**src/rtl/currctrl_gpio_master.sv**
```systemverilog
// currctrl_gpio_master
//
// Avalon-MM initiator for the CurrCTRL GPIO register slave. It turns a
// valid/ready command stream into single-cycle bus accesses: write, set-bits,
// clear-bits and read. A free-running timer also schedules a periodic poll of
// the slave's edge-capture register. A non-zero capture is cleared and reported
// on the evt_* outputs together with the input level.
//
// Ports:
//   clk, reset            system clock, asynchronous active-high reset
//   cmd_valid/ready       command handshake
//   cmd_op, cmd_data      0 write data_out, 1 set bits, 2 clear bits, 3 read
//   rsp_valid, rsp_data   read result pulse; data held until the next pulse
//   evt_valid, evt_mask,  captured falling edges and the input level read
//   evt_level             after the clear; mask/level held
//   busy                  FSM not in IDLE
//   avm_*                 Avalon-MM initiator; readdata arrives one cycle after
//                         the address cycle, and there is no waitrequest
//
// Handshake: a command transfers on a rising edge where cmd_valid and cmd_ready
// are both high. cmd_ready is high only in IDLE with no poll pending. The
// offered command must hold until it transfers.
//
// Bus strobes and the capture pulses are decoded from the registered state.
// This lets EC_CAP start the clear write in the cycle the capture value
// arrives. It also lets RD_CAP/LV_CAP present read data in the cycle it
// arrives. An asynchronous reset therefore idles the bus immediately.

module currctrl_gpio_master #(
    parameter int POLL_DIV = 1000,
    parameter int DATA_W   = 32
) (
    input  logic              clk,
    input  logic              reset,
    input  logic              cmd_valid,
    output logic              cmd_ready,
    input  logic [1:0]        cmd_op,
    input  logic [DATA_W-1:0] cmd_data,
    output logic              rsp_valid,
    output logic [DATA_W-1:0] rsp_data,
    output logic              evt_valid,
    output logic [DATA_W-1:0] evt_mask,
    output logic [DATA_W-1:0] evt_level,
    output logic              busy,
    output logic [2:0]        avm_address,
    output logic              avm_chipselect,
    output logic              avm_write_n,
    output logic [DATA_W-1:0] avm_writedata,
    input  logic [DATA_W-1:0] avm_readdata
);

    localparam int                CNT_W   = $clog2(POLL_DIV);
    localparam logic [CNT_W-1:0]  RELOAD  = CNT_W'(POLL_DIV - 1);
    localparam logic [CNT_W-1:0]  CNT_ONE = CNT_W'(1);

    localparam logic [2:0] A_DATA = 3'd0;
    localparam logic [2:0] A_EDGE = 3'd3;
    localparam logic [2:0] A_SET  = 3'd4;
    localparam logic [2:0] A_CLR  = 3'd5;

    typedef enum logic [2:0] {
        S_IDLE, S_WR, S_RD, S_RD_CAP, S_EC_RD, S_EC_CAP, S_LV_RD, S_LV_CAP
    } state_t;

    state_t            state;
    logic [1:0]        op_q;
    logic [DATA_W-1:0] data_q;
    logic [DATA_W-1:0] ec_q;
    logic [DATA_W-1:0] rsp_q;
    logic [DATA_W-1:0] mask_q;
    logic [DATA_W-1:0] level_q;
    logic [CNT_W-1:0]  cnt;
    logic              poll_pend;

    always_ff @(posedge clk or posedge reset) begin
        if (reset) begin
            state     <= S_IDLE;
            op_q      <= '0;
            data_q    <= '0;
            ec_q      <= '0;
            rsp_q     <= '0;
            mask_q    <= '0;
            level_q   <= '0;
            cnt       <= RELOAD;
            poll_pend <= 1'b0;
        end else begin
            if (cnt == '0) begin
                cnt <= RELOAD;
            end else begin
                cnt <= cnt - CNT_ONE;
            end
            // Registering the tick one count early makes poll_pend visible in
            // the cycle the counter reads zero. A tick while pending coalesces.
            if (cnt == CNT_ONE) begin
                poll_pend <= 1'b1;
            end

            case (state)
                S_IDLE: begin
                    if (poll_pend) begin
                        state     <= S_EC_RD;
                        poll_pend <= 1'b0;
                    end else if (cmd_valid) begin
                        op_q   <= cmd_op;
                        data_q <= cmd_data;
                        state  <= (cmd_op == 2'd3) ? S_RD : S_WR;
                    end
                end
                S_WR:     state <= S_IDLE;
                S_RD:     state <= S_RD_CAP;
                S_RD_CAP: begin
                    rsp_q <= avm_readdata;
                    state <= S_IDLE;
                end
                S_EC_RD:  state <= S_EC_CAP;
                S_EC_CAP: begin
                    ec_q  <= avm_readdata;
                    state <= (avm_readdata != '0) ? S_LV_RD : S_IDLE;
                end
                S_LV_RD:  state <= S_LV_CAP;
                S_LV_CAP: begin
                    mask_q  <= ec_q;
                    level_q <= avm_readdata;
                    state   <= S_IDLE;
                end
                default:  state <= S_IDLE;
            endcase
        end
    end

    // The reset term keeps cmd_ready low while reset is held.
    assign cmd_ready = (state == S_IDLE) && !poll_pend && !reset;
    assign busy      = (state != S_IDLE);
    assign rsp_valid = (state == S_RD_CAP);
    assign rsp_data  = rsp_valid ? avm_readdata : rsp_q;
    assign evt_valid = (state == S_LV_CAP);
    assign evt_mask  = evt_valid ? ec_q : mask_q;
    assign evt_level = evt_valid ? avm_readdata : level_q;

    always_comb begin
        avm_chipselect = 1'b0;
        avm_write_n    = 1'b1;
        avm_address    = A_DATA;
        avm_writedata  = '0;
        case (state)
            S_WR: begin
                avm_chipselect = 1'b1;
                avm_write_n    = 1'b0;
                avm_writedata  = data_q;
                case (op_q)
                    2'd1:    avm_address = A_SET;
                    2'd2:    avm_address = A_CLR;
                    default: avm_address = A_DATA;
                endcase
            end
            S_RD, S_LV_RD: begin
                avm_chipselect = 1'b1;
                avm_address    = A_DATA;
            end
            S_EC_RD: begin
                avm_chipselect = 1'b1;
                avm_address    = A_EDGE;
            end
            S_EC_CAP: begin
                // Any write to the edge register clears every captured bit.
                if (avm_readdata != '0) begin
                    avm_chipselect = 1'b1;
                    avm_write_n    = 1'b0;
                    avm_address    = A_EDGE;
                    avm_writedata  = '1;
                end
            end
            default: ;
        endcase
    end

endmodule

```
**config.mk**
```make
export PLATFORM = sky130hd
export DESIGN_NAME = currctrl_gpio_master
export DESIGN_NICKNAME = d
export VERILOG_FILES = /design/src/rtl/currctrl_gpio_master.sv
export SDC_FILE = /design/constraint.sdc
export NUM_CORES = 1
export LEC_CHECK = 0
export ABC_AREA = 1
export ABC_CLOCK_PERIOD_IN_PS = 5600
export CAP_MARGIN = 40
export CORE_MARGIN = 8
export CORE_UTILIZATION = 43
export DETAILED_ROUTE_END_ITERATION = 16
export GPL_TIMING_DRIVEN = 0
export HOLD_SLACK_MARGIN = 0.06
export PLACE_DENSITY = 0.86
export RECOVER_POWER = 100
export SLEW_MARGIN = 20
export SYNTH_ARGS = -nofsm -noshare
export SYNTH_HDL_FRONTEND = slang
export SYNTH_SLANG_ARGS = --single-unit
```
**constraint.sdc**
```tcl
create_clock -name clk -period 5.6 [get_ports clk]
set_input_delay 1.12 -clock clk [delete_from_list [all_inputs] [get_ports clk]]
set_output_delay 1.12 -clock clk [all_outputs]
set_load 0.02 [all_outputs]
```
# == Word level (Yosys, flattened, before mapping) ==
# Cells that the tools add are included.
# totals
ff_bits,176
output_inout_bits,137
# op_classes
n_addsub,1
n_eq_ne,12
muxes,21
bitwise_logic,1
n_reduce_logical,11
# op_table
cell,count
two-way mux 32 bit,4
one-hot mux 32 bit (2 select lines),1
nonzero test 32 bit,1
one-hot mux 3 bit (6 select lines),1
"equality test 3 bit, second input constant",4
"equality test 10 x 1 -> 1 bit, second input constant",1
zero test 10 bit,1
two-way mux 10 bit,1
"subtractor 10 x 1 -> 10 bit, second input constant",1
two-way mux 3 bit,3
one-hot mux 3 bit (3 select lines),1
"equality test 3 x 2 -> 1 bit, second input constant",2
one-hot mux 3 bit (2 select lines),1
two-way mux 1 bit,5
"equality test 2 bit, second input constant",2
two-way mux 2 bit,2
one-hot mux 1 bit (2 select lines),2
OR reduction 4 bit,1
"equality test 3 x 1 -> 1 bit, second input constant",1
zero test 3 bit,1
"inequality test 3 bit, second input constant",1
AND reduction 3 bit,1
nonzero test 3 bit,1
OR reduction 3 bit,1
other kinds (4),6

# == Logic depth before layout (Yosys ltp) ==
# logic_depth
ltp_word,5
mapped_depth,9

# == Least setup slack after synthesis ==
# OpenSTA, ideal clock, no wires.
# synth_timing
path_type,input port to output port
start,in avm_readdata[26]
end,out avm_writedata[22]
arrival_ps,2130
required_time_ps,4480
path_slack_ps,2350
path_stages,7
path_cell_list,nor2_1 > nand2_1 > nor2_1 > nand2_1 > o21ai_2 > buf_2 > o21ai_0
# synth_via
elab_chain_len,3
# synth_rtl
item,line_no,rtl
"start, declared",49,input logic [DATA_W-1:0] avm_readdata
nonzero test 32 bit,166,if (avm_readdata != '0) begin
two-way mux 32 bit,166,
one-hot mux 32 bit (2 select lines),145,case (state)
"end, declared",48,"output logic [DATA_W-1:0] avm_writedata,"
# Every way passes these cells.

# == Worst setup path in the final report ==
# layout_timing
start,in avm_readdata[18]
end,out avm_writedata[28]
# The elaborated chain is that of the path after synthesis.

==> results_dict.tcl <==
set metrics [dict create \
    status "finished, violations left" \
    violations "capacitance limit, slew limit" \
    synth_top_family_by_area "simple AND/OR/NAND/NOR gates" \
    yosys_warnings 0 \
    startpoint_type "input port" \
    vias_per_cell 4.86 \
    numCtsBuffers 17 \
    grt_pass1_vias 6171 \
    drtIter0Drc 285 \
    pwr-share-seq 0.321 \
    drtAntennaViolNets 0 \
    initial_core_util 0.437 \
    yosysSeqAreaShare 0.611 \
    synth_fa_ha_area_frac 0.00519 \
    tightestPinTransition_ps 1890 \
    async_flop_share 1.00 \
    cp-end-kind "primary output" \
    setup_viol 0 \
    ff2ff_setup_slack_ps 2890 \
    crit_chain "dlygate4sd3_1 > nor2_1 > nand2_1 > nor2_1 > nand2_1 > o21ai_2 > clkbuf_1 > o21ai_0 > dlygate4sd3_1" \
    min_period_over_period 0.903 \
    arrival_ps 3940 \
    netlist_area_sq_mm 0.00723 \
    yosysMostFrequentCell "nand2_1" \
    power_frac_comb 0.493 \
    netlist.area_leader.share 0.582 \
    worst_clock_skew_ps 10.3 \
    num_vias 5912 \
    hp-start "mask_q[4]" \
    dr.pass1.iters 4 \
    grt_pass1_wl_mm 33.8 \
    synth.area.mux_share 0.0473 \
    maxSlewViolCount 70 \
    drc 0 \
    slew_headroom -0.262 \
    synth-main-ff-cell "dfrtp_1" \
    synth_compound_area_frac 0.0928 \
    core_area_sq_mm 0.0165 \
    synth_edf_count 0 \
    cts_tree "done" \
    powerDensity_mw_per_mm2 644 \
    r2r_start "state[0]" \
    nNetsFinal 1055 \
    synthCells 754 \
    p_leak_nw 4.97 \
    ioPinCount 206 \
    clock_path_buffers 2 \
    worst-endpoint-required_ps 4480 \
    worstHoldPathCells 2 \
    area_delta_synth_final_pct 39.4 \
    irDropWorstVdd_uv 321 \
    crit_type "input port to primary output" \
    wl_per_cell_um 17.3 \
    place.port_buffers 205 \
    cts-resized-gates 0 \
    design_area_sq_mm 0.0101 \
    row_count 47 \
    diodes 0 \
    gp_congestion 0.808 \
    p_total_w 0.00649 \
    netlist_top_cells_area "dfrtp_1 (58%), nand2_1 (13%), o21ai_0 (6.9%)" \
    dpl.hpwl_mm 16.0 \
    cap_violations 2 \
    rsz0062_at_grt "false" \
    holdWs_ps 463 \
    fin_crit_ps 5060 \
    synth_simple_gate_area_frac 0.179 \
    pwr-share-clk 0.186 \
    clk-insertion-delay-late_ps 430 \
    clock-sinks 176 \
    critPathMaxFanout 10 \
    totalWireLength_mm 21.1 \
    root_buffer "clkbuf_16" \
    setup_ws_ps 541 \
    worst_path_max_delay_cell "dlygate4sd3_1" \
    hold_end "mask_q[4]" \
    gr-usage-all-layers 0.200 \
    grt_max_degree 36 \
    fin_setup_tns_ps 0 \
    synth_commonest_cells "nand2_1 (241), dfrtp_1 (168), o21ai_0 (99)" \
    syn_nets 826 \
    synthXorXnorAreaFrac 0.00727 \
    crit_path_max_incr_delay_ps 680 \
    swShare 0.420 \
    die_y_um 146 \
    post-place-ws_ps 817 \
    hp-class "flop to flop" \
    fp.dieW_um 146 \
    timing.reg2reg.worst_path_depth 8 \
    post-cts-setup-buffers 0 \
    synth_seq_cells 176 \
    max_freq_ghz 0.198 \
    cts_hold_buf 0 \
    synth_top_cell_by_area "dfrtp_1" \
    overflow 0 \
    switching_power_w 0.00273 \
    reg2reg_to "level_q[30]" \
    htreeDepth 4 \
    antenna_found_initial 2 \
    hold_viol 0 \
    syn_avg_cell_area_sq_um 9.58 \
    clkTransAtPathRegs_ps 70 \
    layout-drive-gt1-share 0.0673 \
    ys_types 30 \
    die-area_sq_mm 0.0212 \
    internal_power_w 0.00377 \
    dpl_cell_area_sq_mm 0.00966 \
]
## through the flow
step,util,instances
4_1_cts,0.621,1216
6_report,0.610,1216
5_1_grt,0.610,1216
2_1_floorplan,-,754
3_5_place_dp,0.584,1184
3_3_place_gp,0.578,1179
## cells by family after synthesis
| family | Yosys count |
|---|---|
| compound gates | 124 |
| buf+inv | 100 |
| flops | 176 |
| simple gates | 321 |
| fa+ha+maj | 3 |
| mux | 24 |
| xor+xnor | 6 |
## worst max path at each step
| stage | cells past startpoint | slack, ps | to | startpoint |
|---|---|---|---|---|
| after global routing | 9 | 370 | avm_writedata[28] | avm_readdata[18] |
| after global placement | 9 | 820 | avm_address[0] | avm_readdata[18] |
| after floorplan | 1 | 2230 | cnt[3] | reset |
| after detailed placement | 9 | 820 | avm_address[0] | avm_readdata[18] |
| after CTS | 9 | 790 | avm_address[0] | avm_readdata[18] |
| final | 9 | 540 | avm_writedata[28] | avm_readdata[18] |
## registers in the layout, summed over array words and instances (netlist names)
name	count
cnt	10
data_q	32
ec_q	32
level_q	32
mask_q	32
op_q	2
poll_pend	1
rsp_q	32
state	3
## cells in the final DEF (no fill, tap or decap), types with 3 or more instances in the layout
cell,instances
nand2_1,242
dfrtp_1,168
dlygate4sd3_1,133
o21ai_0,108
clkdlybuf4s50_1,72
inv_1,58
nor2_1,38
clkbuf_1,37
nand3_1,32
mux2_1,17
clkbuf_16,17
a21oi_2,7
dfstp_2,7
xor2_1,6
inv_6,6
buf_2,5
mux2_2,5
a21oi_1,4
nor3_1,4
ha_1,3
## critical path, delay by kind of cell
kind                   cells  cell delay (ps)
buffers and inverters      3             1650
AND/OR/NAND/NOR            4              590
AO/OA/AOI/OAI              2              570
## power groups by stage
stage / registers, W / logic [W] / clock network, W
floorplan: 0.00204 / 0.00192 / 0
global placement: 0.00208 / 0.00349 / 0
detailed placement: 0.00210 / 0.00356 / 0
CTS: 0.00209 / 0.00358 / 0.00123
global route: 0.00214 / 0.00347 / 0.00128
finish: 0.00209 / 0.00320 / 0.00121
## routing by layer
layer / global-route usage / part of all wire / vias up
met4: 0.0635 / 0.014 / 4
met2: 0.330 / 0.48 / 217
met3: 0.0796 / 0.089 / 22
li1: - / - / 2853
met5: 0 / 0.0010 / -
met1: 0.235 / 0.41 / 2816
## cell type report
class                           instances  area, sq um
Buffer                                 39          153
Timing Repair Buffer                  210         2100
Fill cell                            1371         6450
Clock inverter                         15          173
Clock buffer                           17          425
Inverter                               61          230
Sequential cell                       176         4410
Tap cell                              220          275
Multi-Input combinational cell        478         2300
Power figures use the tool's default switching activity.
